<file path="src/rtl/elevator_car_ctrl.sv">
// Car motion/dispatch controller: latches hall/car calls, moves one floor per CLK_PER_FLOOR+1 cycles, and drives the door controller.
// Optional idle parking to floor 1 is built when ELEV_PARK_EN is defined.
module elevator_car_ctrl #(
    parameter int CLK_PER_FLOOR = 100000000,
    parameter int DOOR_TIMEOUT  = 1000,
    parameter int PARK_CYCLES   = 1000000000
) (
    input  logic       clk,
    input  logic       reset,
    input  logic [7:1] hallUp,
    input  logic [7:1] hallDown,
    input  logic [7:1] carButton,
    input  logic       doorState,
    output logic [2:0] currentFloor,
    output logic [1:0] currentDirection,
    output logic [1:0] currentFloorButton,
    output logic       doorHold,
    output logic [7:1] pendCar,
    output logic [7:1] pendUp,
    output logic [7:1] pendDown
);

    typedef enum logic [1:0] {IDLE, MOVE, SERVE, DEPART} state_t;

    localparam logic [1:0] DIR_STOP = 2'b00;
    localparam logic [1:0] DIR_UP   = 2'b01;
    localparam logic [1:0] DIR_DOWN = 2'b10;

    state_t      state, state_n;
    logic [2:0]  floor;
    logic [1:0]  dir, dir_n;
    logic [7:1]  pend_car, pend_up, pend_dn;
    logic [7:1]  clr_car, clr_up, clr_dn;
    logic [31:0] travel_cnt;
    logic        boundary;
    logic        seen_open;
    logic [31:0] door_cnt;
    logic        park_quiet;

    logic [7:1] all_pend, above_mask, below_mask;
    logic       req_above, req_below, ahead, behind;
    logic       at_car, at_up, at_dn, at_any, match_hall, opp_hall;
    logic [1:0] at_floor_dir, flip_dir;

    always_comb begin
        all_pend = pend_car | pend_up | pend_dn;
        for (int i = 1; i <= 7; i++) begin
            above_mask[i] = 3'(i) > floor;
            below_mask[i] = 3'(i) < floor;
        end
        req_above  = |(all_pend & above_mask);
        req_below  = |(all_pend & below_mask);
        at_car     = pend_car[floor];
        at_up      = pend_up[floor];
        at_dn      = pend_dn[floor];
        at_any     = at_car | at_up | at_dn;
        ahead      = (dir == DIR_UP) ? req_above : (dir == DIR_DOWN) ? req_below : 1'b0;
        behind     = (dir == DIR_UP) ? req_below : (dir == DIR_DOWN) ? req_above : 1'b0;
        match_hall = (dir == DIR_UP) ? at_up : (dir == DIR_DOWN) ? at_dn : 1'b0;
        opp_hall   = (dir == DIR_UP) ? at_dn : (dir == DIR_DOWN) ? at_up : 1'b0;
        flip_dir   = (dir == DIR_UP) ? DIR_DOWN : DIR_UP;
        if (floor == 3'd7)
            at_floor_dir = DIR_DOWN;
        else if (floor == 3'd1)
            at_floor_dir = DIR_UP;
        else
            at_floor_dir = (at_up | at_car) ? DIR_UP : DIR_DOWN;
    end

`ifdef ELEV_PARK_EN
    logic        park;
    logic [31:0] idle_cnt;

    always_comb park_quiet = park && (all_pend == '0);

    always_ff @(posedge clk) begin
        if (reset) begin
            park     <= 1'b0;
            idle_cnt <= '0;
        end else begin
            // Only the park branch leaves IDLE for MOVE with nothing above or below.
            if (state == IDLE && state_n == MOVE && !req_above && !req_below)
                park <= 1'b1;
            else if (state_n != MOVE)
                park <= 1'b0;
            if (state == IDLE && floor != 3'd1 && all_pend == '0)
                idle_cnt <= idle_cnt + 32'd1;
            else
                idle_cnt <= '0;
        end
    end
`else
    always_comb park_quiet = 1'b0;
`endif

    always_ff @(posedge clk) begin
        if (reset)
            state <= IDLE;
        else
            state <= state_n;
    end

    always_comb begin
        state_n = state;
        dir_n   = dir;
        case (state)
            IDLE: begin
                if (at_any) begin
                    state_n = SERVE;
                    dir_n   = at_floor_dir;
                end else if (req_above) begin
                    state_n = MOVE;
                    dir_n   = DIR_UP;
                end else if (req_below) begin
                    state_n = MOVE;
                    dir_n   = DIR_DOWN;
                end
`ifdef ELEV_PARK_EN
                else if (floor != 3'd1 && idle_cnt == 32'(PARK_CYCLES - 1)) begin
                    state_n = MOVE;
                    dir_n   = DIR_DOWN;
                end
`endif
            end
            MOVE: begin
                if (boundary) begin
                    if (park_quiet) begin
                        if (floor == 3'd1) begin
                            state_n = IDLE;
                            dir_n   = DIR_STOP;
                        end
                    end else if (at_car || match_hall || !ahead) begin
                        state_n = SERVE;
                        if (!ahead && !at_car && !match_hall && opp_hall)
                            dir_n = flip_dir;
                    end
                end
            end
            SERVE: begin
                if (seen_open) begin
                    if (!doorState)
                        state_n = DEPART;
                end else if (!doorState && door_cnt == 32'(DOOR_TIMEOUT - 1)) begin
                    state_n = DEPART;
                end
            end
            DEPART: begin
                if (ahead) begin
                    state_n = MOVE;
                end else if (behind) begin
                    state_n = MOVE;
                    dir_n   = flip_dir;
                end else if (at_any) begin
                    // Turn round if only the opposite hall call remains, else it could never clear.
                    state_n = SERVE;
                    if (!at_car && !match_hall)
                        dir_n = flip_dir;
                end else begin
                    state_n = IDLE;
                    dir_n   = DIR_STOP;
                end
            end
            default: state_n = IDLE;
        endcase
    end

    always_comb begin
        clr_car = '0;
        clr_up  = '0;
        clr_dn  = '0;
        if (state == SERVE && doorState) begin
            clr_car[floor] = 1'b1;
            if (dir == DIR_UP)
                clr_up[floor] = 1'b1;
            else
                clr_dn[floor] = 1'b1;
        end
    end

    always_ff @(posedge clk) begin
        if (reset) begin
            floor      <= 3'd1;
            dir        <= DIR_STOP;
            pend_car   <= '0;
            pend_up    <= '0;
            pend_dn    <= '0;
            travel_cnt <= '0;
            boundary   <= 1'b0;
            seen_open  <= 1'b0;
            door_cnt   <= '0;
        end else begin
            dir      <= dir_n;
            // New presses win over a same-cycle clear.
            pend_car <= (pend_car & ~clr_car) | carButton;
            pend_up  <= (pend_up & ~clr_up) | (hallUp & 7'b0111111);
            pend_dn  <= (pend_dn & ~clr_dn) | (hallDown & 7'b1111110);

            if (state_n == MOVE && state != MOVE) begin
                travel_cnt <= 32'(CLK_PER_FLOOR - 1);
                boundary   <= 1'b0;
            end else if (state == MOVE) begin
                if (!boundary) begin
                    if (travel_cnt == '0) begin
                        boundary <= 1'b1;
                        if (dir == DIR_UP && floor != 3'd7)
                            floor <= floor + 3'd1;
                        else if (dir == DIR_DOWN && floor != 3'd1)
                            floor <= floor - 3'd1;
                    end else begin
                        travel_cnt <= travel_cnt - 32'd1;
                    end
                end else begin
                    boundary   <= 1'b0;
                    travel_cnt <= 32'(CLK_PER_FLOOR - 1);
                end
            end

            if (state_n == SERVE && state != SERVE) begin
                seen_open <= 1'b0;
                door_cnt  <= '0;
            end else if (state == SERVE) begin
                if (doorState)
                    seen_open <= 1'b1;
                else if (!seen_open)
                    door_cnt <= door_cnt + 32'd1;
            end
        end
    end

    always_comb begin
        doorHold           = reset || (state == MOVE);
        currentFloor       = floor;
        currentDirection   = dir;
        currentFloorButton = {pend_dn[floor], pend_up[floor]};
        pendCar            = pend_car;
        pendUp             = pend_up;
        pendDown           = pend_dn;
    end

endmodule
</file>
<file path="config.mk">
export PLATFORM = sky130hd
export DESIGN_NAME = elevator_car_ctrl
export DESIGN_NICKNAME = d
export VERILOG_FILES = /design/src/rtl/elevator_car_ctrl.sv
export SDC_FILE = /design/constraint.sdc
export NUM_CORES = 1
export LEC_CHECK = 0
export ABC_AREA = 1
export CAP_MARGIN = 20
export CORE_MARGIN = 1.5
export CORE_UTILIZATION = 45
export DETAILED_ROUTE_END_ITERATION = 10
export GPL_TIMING_DRIVEN = 0
export PLACE_DENSITY = 0.68
export RECOVER_POWER = 50
export SETUP_SLACK_MARGIN = 0.05
export SLEW_MARGIN = 10
export SYNTH_ARGS = -nofsm -noshare
export SYNTH_HDL_FRONTEND = slang
export SYNTH_SLANG_ARGS = --single-unit
</file>
<file path="constraint.sdc">
create_clock -name clk -period 2.4 [get_ports clk]
set_clock_uncertainty 0.2 [all_clocks]
set_input_delay 0.72 -clock clk [delete_from_list [all_inputs] [get_ports clk]]
set_output_delay 0.72 -clock clk [all_outputs]
set_load 0.05 [all_outputs]
</file>
==> Word level (Yosys, flattened, before mapping) <==
Index checks and enable logic that the tools add are counted.
{ "word_totals": {"ff_bits": 94, "in_bits": 24, "out_inout_bits": 29, "word_cells": 161} }
{ "classes": {"n_addsub": 4, "magnitude_cmp": 16, "n_eq_ne": 22, "mux": 56, "bitwise": 19, "reduce_logical": 33} }
{ "ops": {"columns": ["operator", "n"], "rows": [
  ["$mux 32", 2],
  ["$mux 27", 2],
  ["$mux 2", 25],
  ["$and 7x7->7", 5],
  ["$mux 7", 5],
  ["$add 32x1->32 const B", 1],
  ["$eq 32x10->1 const B", 1],
  ["$logic_not 32->1", 1],
  ["$sub 32x1->32 const B", 1],
  ["$or 7x7->7", 4],
  ["$not 7->7", 3],
  ["$mux 1", 14],
  ["$reduce_or 7->1", 2],
  ["$gt 3x3->1 const A", 4],
  ["$lt 3x3->1 const A", 4],
  ["$ne 2x2->1 const B", 6],
  ["$logic_and 1x1->1", 11],
  ["$bmux 1 s3", 3],
  ["$eq 2x2->1 const B", 4],
  ["$ne 4x4->1 const B", 2],
  ["$pmux 2 s4", 1],
  ["$or 7x6->7", 1],
  ["$reduce_and 7->1", 1],
  ["$eq 2x1->1 const B", 3],
  ["other kinds (27)", 44]
]} }

==> Longest topological paths before layout <==
Gate-level depths: netlist of the first run.
{ "logic_depth": {"word_depth": 15, "depth_mapped": 21, "ltp_nobuf": 18} }

==> Worst setup path before layout of the first run <==
No wires, ideal clock.
{ "synth_timing": {"kind": "reg2reg", "start": "reg floor[0], in the netlist currentFloor[0]", "end": "reg travel_cnt[11]", "arrival_time_ps": 2463, "required_ps": 2084, "setup_slack_ps": -379, "stages_incl_launch_ff": 20, "path_buffers": 3, "path_cell_list": "dfxtp_1 > buf_4 > inv_2 > buf_6 > ha_1 > nand2_1 > nand2_1 > nor2_1 > nor2_1 > nand2_1 > nand2_1 > nand2_1 > nand2_1 > nand2_1 > nand3_1 > nand2_1 > nand3_1 > nand3b_1 > buf_4 > nor2_1"} }
{ "synth_via": {"elab_chain_cells": 13, "elab_cells_between_ends": 47} }
{ "synth_rtl": {"columns": ["element", "line", "text"], "rows": [
  ["start, declared", "30", "logic [2:0] floor;"],
  ["start signal, assigned", "206", "floor <= floor + 3'd1;"],
  ["start signal, assigned", "208", "floor <= floor - 3'd1;"],
  ["$lt 1x3->1 (tied with other cells)", "49", "below_mask[i] = 3'(i) < floor;"],
  ["$and 7x7->7", "52", "req_below = |(all_pend & below_mask);"],
  ["$reduce_or 7->1", "52", null],
  ["$mux 1 (2 in series)", "57", "ahead = (dir == DIR_UP) ? req_above : (dir == DIR_DOWN) ? req_below : 1'b0;"],
  ["$logic_not 1->1", "132", "end else if (at_car || match_hall || !ahead) begin"],
  ["$logic_or 1x1->1", "132", null],
  ["$mux 2", "132", null],
  ["$mux 2", "126", "if (boundary) begin"],
  ["$pmux 2 s4 *", "106", "case (state)"],
  ["$eq 2x1->1 *", "198", "if (state_n == MOVE && state != MOVE) begin"],
  ["$logic_and 1x1->1 *", "198", null],
  ["$reduce_or 2->1 (no line) *", null, null],
  ["end signal, assigned", "199", "travel_cnt <= 32'(CLK_PER_FLOOR - 1);"],
  ["end signal, assigned", "210", "travel_cnt <= travel_cnt - 32'd1;"],
  ["end signal, assigned", "214", "travel_cnt <= 32'(CLK_PER_FLOOR - 1);"],
  ["end, declared", "34", "logic [31:0] travel_cnt;"]
]} }
Every way passes the cells marked *; elsewhere a longest branch is shown, timed or not. The select of a mux whose other input is x is not followed.
A chain may end at the register's enable or synchronous reset.

==> Worst setup path after layout of the first run <==
{ "layout_timing": {"start": "reg floor[0], in the netlist currentFloor[0]", "end": "out currentFloorButton[1]"} }
{ "layout_via": {"elab_chain_cells": 2} }
{ "layout_rtl": {"columns": ["element", "line", "text"], "rows": [
  ["$bmux 1 s3", null, null],
  ["$mux 1", null, null],
  ["end, declared", "16", "output logic [1:0] currentFloorButton,"]
]} }
No other way between the ends. The select of a mux whose other input is x is not followed.

==> results.md, run 1 <==
* Yosys top cell area share at 35.0%
* Crit path kind: flop to output port
* Skew-Pair Late Insertion Delay at 0.35 ns
* Worst-Margin Slew at 0.643 ns
* Pre-antenna DRT Iters at 8
* Final number of setup-violating endpoints at 69
* Layout cells sized above 1 at 18.5%
* Slowest CP cell: dfxtp_4
* Detailed placer's ending HPWL at 9.69 mm
* Max Buffers Root-to-Sink at 2
* GRT Overall Usage at 22.1%
* Failing checks: design-rule violations, negative setup slack
* Area leader, netlist: dfxtp_1
* Die W at 112 um
* Remaining antenna violation count at 0
* Reg clk slew, reported paths at 0.07 ns
* DRC Markers at 8
* Hold crit path type: flop to flop
* Max Freq at 0.381 GHz
* Rows at 39
* CTS tree: done
* Die Ht at 112 um
* Syn avg cell area at 6.51 um^2
* Async SR Flop Fraction at 0%
* Fin worst setup slack at -0.224 ns
* Die area at 0.0126 mm^2
* Post-Synthesis Cells at 826
* Vias per cell at 5.08
* Power, Total at 5.98 mW
* DP Area at 0.00612 mm^2
* Sequential share of the synthesized area at 35.0%
* Total CTS buffers at 9
* Worst path cell trace: buf_8, inv_8, buf_4, nand2_2, nand2_2, nand2_1, nand2_1, nand2_1, nand2_2, buf_6, buf_8
* CTS sink cnt at 94
* PwrDens at 835 mW/mm^2
* Finished Layout Cells at 1076
* Synth Register Bits at 94
* Slowest Stage Delay on Critical Path at 0.35 ns
* GRT Residual Overflow at 0
* Vias in the first global route at 4801
* Synthesized Nets at 857
* Routed len/inst at 13.4 um
* Flop-to-flop setup slack at -0.21 ns
* First-pass GRT wire length at 22.6 mm
* VDD IR-drop max at 0.687 mV
* # nets final at 959
* Outcome: finished, violations left
* Prevailing post-synth register cell: dfxtp_1
* Final hold violation count at 0
* Slew headroom at 56.8%
* Core Area at 0.0115 mm^2
* Placed Cells at 1018
* Final min period at 2.62 ns
* Crit path DAT at 1.70 ns
* Worst Path Required at 1.48 ns
* Largest net degree at the start of global routing at 15
* Pre-CTS setup slack at -0.763 ns
* Synth Warn # at 0
* Post-synthesis cell type count at 37
* Cell area after synthesis at 0.00538 mm^2
* Htree depth at 3
* Initial antenna violation count at 0
* Static leakage at 3.19 nW
* Root Driver: clkbuf_16
* CP Max Fanout at 8
* Final period utilization at 109%
* RSZ-0062 raised after global routing: yes
* Max Cap Violations at 0
* Total Wirelength at 14.4 mm
* IO buf count at 49
* Crit. End Element: output port
* Inserted Diodes at 0
* Iter 0 DRT Violations at 368
* Starting Density at 46.7%
* Number of synthesized flops with an enable pin at 0
* RD Place Congestion at 0.873
* Critical Path Start Type: flop
* Number of placed I/O pins at 53
* Post-Layout Inst Area at 0.00716 mm^2
* Area growth, synth to finish at 33.2%
* Final Slew Violations at 0
* Vias post-DR at 5471
* Synth top area cells: dfxtp_1, nand2_1, nor2_1
==> critical path: cells and delay by family, from the launching register on <==
kind | cells | cell delay [ns]
buffers and inverters | 5 | 0.56
flip-flops | 1 | 0.35
AND/OR/NAND/NOR | 6 | 0.42
==> cell usage after synthesis, types with 8 or more instances <==
cell type and n:
dfxtp_1 94, nand4_1 24, buf_2 9, o22ai_1 9, inv_1 110, o21ai_0 37, nor2_1 150, nand3_1 39
nand2_1 165, nor4_1 8, xor2_1 39, nor3_1 20, clkbuf_1 8, a21oi_1 54
==> layout by cell type (no fill, tap or decap), drive strengths merged <==
cell           synthesis  final
nor3                  21     21
o221ai                 1      1
clkinv                 2      2
nor3b                  5      5
clkinvlp               0      1
o22ai                  9      9
xnor2                  7      7
inv                  116    117
ha                     7      7
clkbuf                 8     24
and2                   1      1
nand3b                 4      4
a31oi                  1      1
dlygate4sd2            0     26
buf                   15     57
a21oi                 54     54
xor2                  39     39
nand3                 40     40
bufinv                 0      1
clkdlybuf4s50          0     19
or2                    5      5
a211oi                 1      1
o21ai                 40     40
dfxtp                 94     94
o31ai                  1      1
nand2                167    167
nor2                 155    155
nand4                 24     24
nor4                   9      9
bufbuf                 0      1
==> area by class of cell <==
type / instances / area (um^2)
Clock inverter: 3 / 42.5
Clock buffer: 13 / 260
Sequential cell: 94 / 1900
Inverter: 118 / 465
Timing Repair Buffer: 91 / 865
Tap cell: 143 / 179
Buffer: 23 / 213
Multi-Input combinational cell: 591 / 3240
Fill cell: 1083 / 4350
==> timing repair <==
item,4_1_cts,5_1_grt
endpoints found under the setup margin,99,74
pin swaps,9,35
hold buffers,0,0
gates resized for setup,87,94
endpoints found under the hold margin,0,0
setup buffers,14,23
cloned,1,4
==> per-stage QoR <==
| step | utilization [%] | hold slack, ns | setup TNS [ns] |
|---|---|---|---|
| after global placement | 53.2 | 0.276 | -23.91 |
| after floorplan | - | 0.258 | 0 |
| final | 62.2 | 0.284 | -8.70 |
| after global routing | 62.2 | 0.316 | -19.91 |
| after CTS | 57.8 | 0.290 | -7.89 |
| after detailed placement | 53.2 | 0.281 | -23.96 |
==> kinds of logic (layout without fill, tap and decap cells) <==
group / count (synthesis) / after routing / share of synthesized area [%]
xor+xnor: 46 / 46 / 7.49
buf+inv: 141 / 248 / 10.5
simple gates: 431 / 431 / 34.9
fa+ha+maj: 7 / 7 / 1.63
flops: 94 / 94 / 35.0
compound gates: 107 / 107 / 10.4
==> per-layer routing <==
metal | global-route usage, % | routed length [um] | vias to the layer above | share of wire, %
li1 | - | - | 2839 | -
met1 | 28.7 | 6750 | 2481 | 47
met2 | 36.2 | 6740 | 130 | 47
met3 | 4.75 | 678 | 21 | 4.7
met4 | 8.02 | 242 | 0 | 1.7
met5 | 0 | 0 | - | 0
==> sequential cells by signal, summed over array words and instances (netlist names) <==
name / count
door_cnt: 32
travel_cnt: 32
pendCar: 7
pendDown: 7
pendUp: 7
currentFloor: 3
currentDirection: 2
state: 2
boundary: 1
seen_open: 1
==> report_power, final <==
group          leakage, nW  internal, mW  switching, mW  total (mW)
sequential           0.771          1.75          0.205        1.95
combinational         2.27          1.02           1.53        2.55
clock                0.146         0.864          0.615        1.48
total                 3.19          3.63           2.35        5.98
==> final timing paths <==
kind | from | to | cells past startpoint
worst max-delay path | currentFloor[0]$_SDFFE_PP1P_ | currentFloorButton[1] | 11
worst min-delay path | door_cnt[1]$_SDFFE_PP0P_ | door_cnt[1]$_SDFFE_PP0P_ | 2
worst min register to register | door_cnt[1]$_SDFFE_PP0P_ | door_cnt[1]$_SDFFE_PP0P_ | 2
worst max register to register | currentFloor[0]$_SDFFE_PP1P_ | travel_cnt[19]$_SDFFE_PP0P_ | 16
No activity file was read; power rests on OpenSTA's default activity.
==> inputs of run 2 (changes only) <==
- CORE_MARGIN: 1.5 -> 10
==> results.md, run 2 (synthesis gave the netlist of run 1 again) <==
* Outcome: finished, violations left
* Failing checks: negative setup slack
* Power, Total at 6.23 mW
* Crit path kind: flop to output port
* Most frequent cells in the layout: nand2_1, nor2_1, inv_1
* Hold crit path type: flop to flop
* Rows at 39
* Die W at 129 um
* Routed len/inst at 14.0 um
* Core Area at 0.0116 mm^2
* RD Place Congestion at 0.909
* Remaining antenna violation count at 0
* Crit path DAT at 1.69 ns
* Gate power share at 45.4%
* CTS tree: done
* IO buf count at 49
* Initial antenna violation count at 0
* Number of placed I/O pins at 53
* Vias in the first global route at 5336
* GRT Overall Usage at 18.4%
* Sw Pwr at 2.50 mW
* CP Max Fanout at 10
* Die area at 0.0167 mm^2
* Detailed placer's ending HPWL at 10.1 mm
* Worst-Margin Slew at 0.764 ns
* Clk pwr share at 23.3%
* Reg-to-Reg End: travel_cnt[29]$_SDFFE_PP0P_
* Area growth, synth to finish at 40.2%
* Inserted Diodes at 0
* RSZ-0062 raised after global routing: yes
* Origin of the worst setup path: currentFloor[0]$_SDFFE_PP1P_
* Util after Layout at 65.2%
* PwrDens at 826 mW/mm^2
* First-pass GRT wire length at 25.3 mm
* Skew-Pair Late Insertion Delay at 0.36 ns
* # nets final at 976
* Final period utilization at 109%
* Commonest non-fill, non-tap cell in the layout: nand2_1
* Final hold violation count at 0
* Final number of setup-violating endpoints at 71
* DRC Markers at 0
* Flop-to-flop setup slack at -0.20 ns
* Die Ht at 129 um
* Vias per cell at 5.11
* CTS sink cnt at 94
* Worst Path Required at 1.48 ns
* Pre-antenna DRT Iters at 5
* Max Cap Violations at 0
* Vias post-DR at 5581
* Root Driver: clkbuf_16
* Htree depth at 3
* Internal power at 3.73 mW
* Critical Path Start Type: flop
* Layout cells sized above 1 at 25.5%
* VDD IR-drop max at 0.696 mV
* Starting Density at 46.5%
* Sequential power share at 31.3%
* Reg clk slew, reported paths at 0.07 ns
* Max Buffers Root-to-Sink at 2
* Final TNS setup at -6.21 ns
* Fin worst setup slack at -0.210 ns
* Worst setup path end: currentFloorButton[0]
* Final Slew Violations at 0
* Iter 0 DRT Violations at 379
* Max Freq at 0.383 GHz
* Switching share of power at 40.1%
* Hold buffer count at cts at 0
* Largest net degree at the start of global routing at 17
* Slew headroom at 49.0%
* Crit. End Element: output port
* Top flop regs: door_cnt x32, travel_cnt x32
* Total Wirelength at 15.3 mm
* Static leakage at 3.32 nW
* Final min period at 2.61 ns
* Reg2reg start: currentFloor[0]$_SDFFE_PP1P_
* Reg2Reg Depth at 20
* GRT Residual Overflow at 0
* Total CTS buffers at 9
[run 2: cell count changes in the layout (fill, tap and decap cells not counted), sizes merged]
cell and change:
clkinv +2, buf +20, bufbuf -1, clkinvlp +2
clkbuf -6
[run 2: worst min path at each step]
stage | start | to | depth (start not counted)
5_1_grt | door_cnt[1]$_SDFFE_PP0P_ | door_cnt[1]$_SDFFE_PP0P_ | 2
2_1_floorplan | door_cnt[1]$_SDFFE_PP0P_ | door_cnt[1]$_SDFFE_PP0P_ | 2
4_1_cts | door_cnt[1]$_SDFFE_PP0P_ | door_cnt[1]$_SDFFE_PP0P_ | 2
3_3_place_gp | door_cnt[1]$_SDFFE_PP0P_ | door_cnt[1]$_SDFFE_PP0P_ | 2
6_report | pendUp[7]$_SDFF_PP0_ | pendUp[7]$_SDFF_PP0_ | 2
3_5_place_dp | pendDown[1]$_SDFF_PP0_ | pendDown[1]$_SDFF_PP0_ | 2
[run 2: what timing repair did]
action	in CTS	in global routing
pin swaps	41	26
resized for setup	162	95
endpoints found under the setup margin	100	76
cloned	6	0
setup buffers	46	11
[run 2: power groups by stage]
stage / sequential [mW] / clock, mW / combinational [mW]
CTS: 1.94 / 1.49 / 2.61
detailed placement: 1.97 / 0 / 2.00
global route: 1.98 / 1.54 / 3.11
finish: 1.95 / 1.45 / 2.83
global placement: 1.97 / 0 / 1.99
floorplan: 2.05 / 0 / 1.42
[run 2: cell type report]
class | instances | area, um^2
fill | 1012 | 4030
multi-input combinational | 591 | 3460
sequential | 94 | 1900
timing repair buffer | 108 | 1010
inverter | 118 | 459
buffer | 23 | 240
clock buffer | 9 | 225
tap | 143 | 179
clock inverter | 7 | 71.3
[run 2: per-layer routing]
layer | wire (um) | vias to the layer above | global-route usage, %
met5 | 0 | - | 0
met4 | 282 | 0 | 6.69
met3 | 867 | 18 | 4.20
met2 | 7340 | 149 | 30.1
met1 | 6850 | 2542 | 23.1
li1 | - | 2872 | -
[run 2: critical path: stages (launching register included)]
cell and delay [ns]:
dfxtp_4 0.36, buf_8 0.14, buf_6 0.14, nand4_1 0.10, nand2_2 0.10, nor2_4 0.13
nand2_2 0.09, buf_6 0.13, buf_8 0.14
[run 2: through the flow]
stage	area, um^2	cells	setup WS [ns]	hold WS, ns
floorplan	5450	826	0.0207	0.258
global placement	6120	1018	-0.774	0.278
detailed placement	6120	1018	-0.789	0.279
CTS	7190	1086	-0.202	0.283
global route	7540	1093	-0.349	0.313
finish	7540	1093	-0.210	0.293
==> inputs of run 3 (changes only) <==
- ABC_AREA: 1 -> default
- CTS_CLUSTER_DIAMETER: default -> 80
- REMOVE_ABC_BUFFERS: default -> 1
==> results.md, run 3 <==
* Routed len/inst at 18.7 um
* Prevailing post-synth register cell: dfxtp_1
* Worst-Margin Slew at 0.667 ns
* Util after Layout at 65.0%
* Worst path cell trace: or4_4, or4b_4, nor4_4, buf_6, buf_6, nor2_4, a21oi_1, o21ai_0, a21oi_1
* Core Area at 0.0109 mm^2
* Critical Path Start Type: flop
* Fin worst setup slack at -0.444 ns
* Crit path DAT at 2.96 ns
* Worst Path Required at 2.52 ns
* Largest net degree at the start of global routing at 39
* Vias per cell at 6.08
* Top post-synthesis cells by count: dfxtp_1, nor2_1, a21oi_1
* Storage cell area at 0.00190 mm^2
* Synth top area cells: dfxtp_1, nor4_1, a21oi_1
* Max Cap Violations at 0
* Area growth, synth to finish at 40.3%
* Reg2Reg Depth at 9
* RD Place Congestion at 0.868
* Post-Synthesis Cells at 627
* GRT Overall Usage at 17.3%
* Top flop regs: door_cnt x32, travel_cnt x32
* Starting Density at 46.3%
* Hold buffer count at cts at 0
* Sequential power share at 42.1%
* Commonest non-fill, non-tap cell in the layout: dfxtp_1
* Static leakage at 2.64 nW
* DRC Markers at 0
* GRT Residual Overflow at 0
* CP Max Fanout at 8
* Final period utilization at 119%
* # nets final at 767
* Flop-to-flop setup slack at -0.44 ns
* Layout filler cell count at 846
* Initial antenna violation count at 0
* Worst hold path depth at 2
* Largest family of logic cells by synthesized area: simple AND/OR/NAND/NOR gates
* Die W at 126 um
* Complex-gate fraction of the synthesized area at 16.0%
* Post-synthesis cell type count at 64
* Inserted Diodes at 0
* Placed Cells at 785
* Area leader, netlist: dfxtp_1
* Reg2reg start: travel_cnt[26]$_SDFFE_PP0P_
* Htree depth at 3
* Final number of setup-violating endpoints at 76
* Most numerous cell in the Yosys netlist: dfxtp_1
* Vias post-DR at 5357
* Mux contribution to synthesized area at 2.76%
* Total Wirelength at 16.5 mm
* Final min period at 2.84 ns
* Xor/xnor cell area share of the yosys netlist at 7.99%
* Remaining antenna violation count at 0
* Synth Area in Simple Gates at 29.2%
* Syn avg cell area at 8.04 um^2
* Max Buffers Root-to-Sink at 2
* VDD IR-drop max at 0.384 mV
* Switching share of power at 36.7%
* Failing checks: negative setup slack
* Multi-input logic area at 0.00345 mm^2
* Outcome: finished, violations left
* Final Slew Violations at 0
* Layout cells sized above 1 at 27.4%
* Async SR Flop Fraction at 0%
* Crit path kind: flop to flop
* Number of synthesized flops with an enable pin at 0
* CTS sink cnt at 94
* Post-Synth Adder-Cell Area at 1.74%
* WHS Endpoint: currentDirection[0]$_SDFFE_PP0P_
* Clk pwr share at 25.7%
* Die area at 0.0158 mm^2
* Slowest CP cell: or4_4
* Slew headroom at 55.3%
* Gate power share at 32.2%
* Hold crit path type: flop to flop
* Start point of the worst hold path: currentDirection[0]$_SDFFE_PP0P_
* Synth Warn # at 0
* Final hold violation count at 0
* Total CTS buffers at 9
* Die Ht at 126 um
* Rows at 38
* Iter 0 DRT Violations at 477
* Crit path buffers/inverters at 2
* Sequential share of the synthesized area at 37.3%
* PwrDens at 614 mW/mm^2
* Reg clk slew, reported paths at 0.10 ns
* Max Freq at 0.352 GHz
* Reg-to-Reg End: travel_cnt[23]$_SDFFE_PP0P_
* Number of placed I/O pins at 53
* Crit path max-delay family: simple AND/OR/NAND/NOR gates
* Synth Register Bits at 94
* Finished Layout Cells at 881
* First-pass GRT wire length at 23.3 mm
* Yosys top cell area share at 37.3%
* Crit. End Element: flop
* Detailed placer's ending HPWL at 8.94 mm
* Sw Pwr at 1.59 mW
* Root Driver: clkbuf_8
* Slowest Stage Delay on Critical Path at 0.53 ns
* CTS tree: done
* Internal power at 2.75 mW
* RSZ-0062 raised after global routing: yes
* Vias in the first global route at 4764
* IO buf count at 50
* Most frequent cells in the layout: dfxtp_1, nor2_1, buf_4
* Skew-Pair Late Insertion Delay at 0.39 ns
* Cell area after synthesis at 0.00504 mm^2
* Pre-antenna DRT Iters at 5
==> run 3: logic make-up (layout without fill, tap and decap cells) <==
| kind of cell | count (synthesis) | count (layout) |
|---|---|---|
| and+or+nand+nor | 277 | 281 |
| xor gates and xnor gates | 46 | 46 |
| buffers and inverters | 59 | 169 |
| DFF | 94 | 94 |
| muxes | 11 | 11 |
| AOI/OAI and AO/OA | 133 | 133 |
| adders and majority gates | 7 | 7 |
==> run 3: timing repair <==
| action | in CTS | in global routing |
|---|---|---|
| setup endpoints to repair | 102 | 78 |
| pin swaps | 38 | 40 |
| setup buffers | 31 | 41 |
| gates resized for setup | 130 | 94 |
| gates cloned | 5 | 4 |
==> run 3: worst register-to-register path, stage by stage, from the launching register on <==
cell and delay, ns:
dfxtp_2 0.33, or4_4 0.53, or4b_4 0.53, nor4_4 0.35
buf_6 0.18, buf_6 0.12, nor2_4 0.07, a21oi_1 0.20
o21ai_0 0.12, a21oi_1 0.13
==> run 3: metal layers <==
layer  GRT usage, %  wire length, um  vias to the layer above
met1           21.4             6660                     2555
met4           6.83              546                        0
met5              0                0                        -
met3           3.94             1090                       52
li1               -                -                     2505
met2           28.5             8210                      245
==> run 3: per-stage QoR <==
stage	power, mW	area [um^2]	hold slack (ns)	setup TNS [ns]	setup slack, ns
after floorplan	2.48	4880	0.271	-119.79	-1.94
after global placement	2.77	5550	0.287	-170.05	-3.32
after detailed placement	2.82	5610	0.291	-79.49	-1.23
after CTS	4.10	6380	0.311	-17.08	-0.341
after global routing	4.53	7070	0.353	-30.35	-0.543
final	4.34	7070	0.325	-24.40	-0.444
==> run 3: worst max path at each step <==
stage,endpoint,slack (ns),from,depth (start not counted)
final,travel_cnt[23]$_SDFFE_PP0P_,-0.44,travel_cnt[26]$_SDFFE_PP0P_,9
after floorplan,seen_open$_SDFFE_PP0P_,-1.94,currentFloor[1]$_SDFFE_PP0P_,6
after detailed placement,door_cnt[7]$_SDFFE_PP0P_,-1.23,currentFloor[0]$_SDFFE_PP1P_,9
after global placement,doorHold,-3.32,reset,4
after CTS,travel_cnt[16]$_SDFFE_PP0P_,-0.34,travel_cnt[26]$_SDFFE_PP0P_,8
after global routing,travel_cnt[23]$_SDFFE_PP0P_,-0.54,travel_cnt[26]$_SDFFE_PP0P_,9
==> run 3: cell type report <==
| cell class | count | area share [%] |
|---|---|---|
| Inverter | 24 | 1.59 |
| Multi-Input combinational cell | 478 | 48.8 |
| Sequential cell | 94 | 26.9 |
| Clock inverter | 6 | 0.991 |
| Timing Repair Buffer | 129 | 17.3 |
| Clock buffer | 10 | 1.95 |
| Tap cell | 140 | 2.48 |
==> run 3: power groups by stage <==
stage / logic, mW / registers (mW) / clock network (mW)
5_1_grt: 1.49 / 1.85 / 1.19
2_1_floorplan: 0.574 / 1.91 / 0
3_5_place_dp: 0.981 / 1.84 / 0
4_1_cts: 1.15 / 1.81 / 1.13
6_report: 1.40 / 1.83 / 1.12
3_3_place_gp: 0.935 / 1.83 / 0
==> variant 1 (flow settings as in run 2) <==
Set the parameter `CLK_PER_FLOOR` to 67108864 (it was 100000000).
--- a/src/rtl/elevator_car_ctrl.sv
+++ b/src/rtl/elevator_car_ctrl.sv
@@ -3,3 +3,3 @@
 module elevator_car_ctrl #(
-    parameter int CLK_PER_FLOOR = 100000000,
+    parameter int CLK_PER_FLOOR = 67108864,
     parameter int DOOR_TIMEOUT  = 1000,
Check against the original RTL: no difference found for any inputs over 4 cycles, from zero or initial values and one cycle with reset high; that may be too few to reach the edited logic, so the function may still have changed.
==> variant 1 against run 2 <==
  * The flow still finishes with violations (negative setup slack)
  * Fmax is 1.8% higher
  * Combinational power is 4% higher
  * Routed wire length is 11% higher
  * Die area is 4.7% higher
  * Count of clock-buffer cells in the layout is 4 higher
  * Synthesized cell count is 5.3% higher
  * Power is 4.8% higher
  * Non-clock buffer count is 6 lower
  * Sequential cell count stayed put
  * Clock power is 7% higher
  * Final area is 3.1% higher
  * Area after synthesis is 5.5% higher
  * Worst setup slack better by 0.046 ns
  * Critical path type is now reg2reg
  * Largest cell class unchanged
==> variant 1: results (changes against run 2) <==
Outcome
  – Status: finished, violations left
  – Failing checks: negative setup slack

Worst setup path
  – Worst flop-to-flop path endpoint: door_cnt[11]$_SDFFE_PP0P_
  – Number of cell instances on the worst register-to-register path: 17 (-15%)
  – Element type at the critical path end: register
  – Reg-to-reg startpoint: currentFloor[2]$_SDFFE_PP0P_
  – Arrival @ worst endpoint: 2.62 ns (+0.93 ns)
  – Top delay family on crit path: simple AND/OR/NAND/NOR gates

Timing
  – Final setup viols: 63 (-11%)
  – Worst path setup slack after routing: -0.164 ns (+0.0462 ns)

Placed design
  – Pre-CTS WS: -1.30 ns (-0.516 ns)
  – Gp weighted congestion: 0.923 (+1.6%)
  – Number of port buffers: 50 (+2.0%)
  – Post-place instance area: 6400 sq um (+4.5%)
  – Placed wire-length estimate after detailed placement: 11000 microns (+9.1%)
  – Count of placed standard cells including taps: 1088 (+6.9%)

GRT
  – First-pass GRT wire length: 27100 microns (+7.2%)
  – Vias in the first global route: 5541 (+3.8%)
  – Total track usage: 18.6% (+0.22 points)
  – Largest net degree at the start of global routing: 15 (-2)

Min path
  – Worst-case hold path end point: door_cnt[1]$_SDFFE_PP0P_

Logic synthesis
  – Share of synthesized area occupied by flip-flops and latches: 33.2% (-1.8 points)
  – Commonest cells in the synthesized netlist: 196 x sky130_fd_sc_hd__nand2_1, 148 x sky130_fd_sc_hd__nor2_1, 106 x sky130_fd_sc_hd__inv_1, 94 x sky130_fd_sc_hd__dfxtp_1, 48 x sky130_fd_sc_hd__nand3_1
  – Xor/xnor cell area share of the yosys netlist: 4.94% (-2.6 points)
  – Compound-cell area share of the yosys netlist: 11.8% (+1.4 points)
  – Mean instance size in the synthesized netlist: 6.52 sq um (+0.18%)
  – Share of synthesized cell area in full adder, half adder and majority cells: 1.54% (-0.085 points)

Pwr
  – Fraction of power consumed by combinational cells: 45.1% (-0.3 points)
  – Pleak: 0.00334 uW (+0.40%)
  – Seq group: 2040 uW (+5%)
  – Net switching power figure: 2700 uW (+8.2%)

Clocking
  – Post-CTS setup buffer count: 32 (-30%)
  – Number of gates given a new drive strength after cts: 163 (+0.62%)

Routing
  – Mean number of vias per cell: 5.20 (+1.9%)
  – Mean routed wirelength per cell: 14.8 microns (+5.3%)

Finish
  – Post-route non-filler standard cell count: 1156 (+5.8%)
## variant 1: layer usage
layer | wire, microns | vias to the layer above | part of all wire, % | track usage (%)
met5 | 0 | - | 0 | 0
met4 | 299 | 0 | 1.7 | 6.17
met3 | 1020 | 25 | 6.0 | 4.73
met2 | 8310 | 197 | 49 | 30.7
met1 | 7460 | 2777 | 44 | 23.0
li1 | - | 3016 | - | -
## variant 1: area by class of cell
class	instances	area [sq um]
Multi-Input combinational cell	637	3650
Buffer	22	203
Sequential cell	94	1900
Tap cell	168	210
Inverter	116	462
Clock buffer	13	272
Timing Repair Buffer	103	1030
Clock inverter	3	40.0
Fill cell	1079	4390
## variant 1: metrics by stage
step	util (%)	setup TNS [ns]	total power [uW]
2_1_floorplan	-	0	3750
3_3_place_gp	52.6	-28.23	4320
3_5_place_dp	52.6	-28.75	4330
4_1_cts	61.1	-2.84	6290
5_1_grt	63.9	-12.37	6960
6_report	63.9	-6.49	6530
==> variant 2 (config.mk and constraints of run 2) <==
Without the edit above. Re-encode `state_t` (4 states) as Gray code, 2 bits wide.
--- a/src/rtl/elevator_car_ctrl.sv
+++ b/src/rtl/elevator_car_ctrl.sv
@@ -22,3 +22,3 @@
 
-    typedef enum logic [1:0] {IDLE, MOVE, SERVE, DEPART} state_t;
+    typedef enum logic [1:0] {IDLE = 2'b00, MOVE = 2'b01, SERVE = 2'b11, DEPART = 2'b10} state_t;
 
Check against the original RTL: no difference found for any inputs over 10 cycles, from zero or initial values and one cycle with reset high; not proved beyond that.
==> variant 2 against run 2 <==
  * The run still ends with negative setup slack left
  * Register-to-register slack worse by 0.09 ns
  * Worst setup slack worse by 0.078 ns
  * Final area down 2.2%
  * Utilization down 3.8 points
  * Sequential power up 4%
  * Power up 5.4%
  * Routed wire length down 0.72%
  * Sequential cell count unchanged
  * Area after synthesis up 2.6%
  * Global-route usage down 0.38 points
  * Worst hold slack worse by 0.0025 ns
==> variant 2: results (changes against run 2) <==
Placed design
  – Count of placed standard cells including taps: 1016 (-0.20%)
  – Placed wire-length estimate after detailed placement: 10500 microns (+3.7%)
  – Number of port buffers: 50 (+2.0%)
  – Post-place instance area: 6330 sq um (+3.4%)

Logic synthesis
  – Share of synthesized cell area in full adder, half adder and majority cells: 2.72% (+1.1 points)
  – Commonest cells in the synthesized netlist: 161 x sky130_fd_sc_hd__nand2_1, 129 x sky130_fd_sc_hd__nor2_1, 95 x sky130_fd_sc_hd__inv_1, 94 x sky130_fd_sc_hd__dfxtp_1, 56 x sky130_fd_sc_hd__a21oi_1
  – Portion of netlist area occupied by mux cells: 0.181% (+0.18 points)
  – Share of synthesized area occupied by flip-flops and latches: 34.1% (-0.89 points)
  – Number of library cell types mapped by synthesis: 35 (-5.4%)
  – Compound-cell area share of the yosys netlist: 10.7% (+0.32 points)
  – Synthesized Nets: 855 (-0.23%)

GRT
  – First-pass GRT wire length: 24800 microns (-1.7%)
  – Met2 track demand over resource in global routing: 29.1% (-0.99 points)

Timing
  – Tightest Pin Transition: 0.847 ns (+0.0830 ns)
  – Worst path setup slack after routing: -0.288 ns (-0.0778 ns)
  – Hold Worst Slack: 0.291 ns (-0.00247 ns)
  – Final setup viols: 69 (-2.8%)

Pwr
  – Worst vdd rail ir drop: 0.453 mV (-35%)
  – Clock power share: 21.2% (-2.1 points)
  – Internal power: 3800 uW (+1.8%)
  – Pleak: 0.00308 uW (-7.4%)
  – Combinational power: 3150 uW (+11%)

Clocking
  – Post-CTS setup buffer count: 23 (-50%)
  – Number of gates given a new drive strength after cts: 123 (-24%)

Outcome
  – Status: finished, violations left
  – Failing checks: negative setup slack

Routing
  – Wire length on met3: 767 microns (-12%)
  – Routed length on met1: 7070 microns (+3.1%)
  – Total wirelength of the detailed-routed design: 15200 microns (-0.72%)
  – Mean routed wirelength per cell: 14.3 microns (+1.6%)

Worst setup path
  – Arrival @ worst endpoint: 2.73 ns (+1.04 ns)
  – Critical Path Max Stage Delay: 0.49 ns (+0.13 ns)
  – Master of the slowest instance on the critical path: sky130_fd_sc_hd__nor3_1
  – Worst flop-to-flop path endpoint: door_cnt[24]$_SDFFE_PP0P_
  – Element type at the critical path end: register
  – Top delay family on crit path: simple AND/OR/NAND/NOR gates
  – Critical path endpoint: door_cnt[24]$_SDFFE_PP0P_

Min path
  – Worst-case hold path end point: pendDown[1]$_SDFF_PP0_

Finish
  – Number of nets in the final layout: 954 (-2.3%)
==> variant 2: cell count changes after synthesis, moves of 4 or more <==
cell,change
sky130_fd_sc_hd__nand2_2,+5
sky130_fd_sc_hd__xnor2_1,+4
sky130_fd_sc_hd__nand2_1,-4
sky130_fd_sc_hd__inv_1,-15
sky130_fd_sc_hd__ha_1,+5
sky130_fd_sc_hd__nor2_2,+27
sky130_fd_sc_hd__buf_2,-6
sky130_fd_sc_hd__nor3b_1,-5
sky130_fd_sc_hd__nand3_1,-8
sky130_fd_sc_hd__o22ai_1,-9
sky130_fd_sc_hd__a31oi_1,+6
sky130_fd_sc_hd__nor2_1,-21
sky130_fd_sc_hd__buf_6,+7
sky130_fd_sc_hd__nor3_1,+7
==> variant 2: final cells by class <==
type	count	share of cell area, %
plain buffers	23	3.53
repair buffers	89	11.6
multi-input cells	598	47.5
clock buffers	12	3.61
inverters	103	5.36
well taps	147	2.49
clock inverters	2	0.237
flip-flops and latches	94	25.7
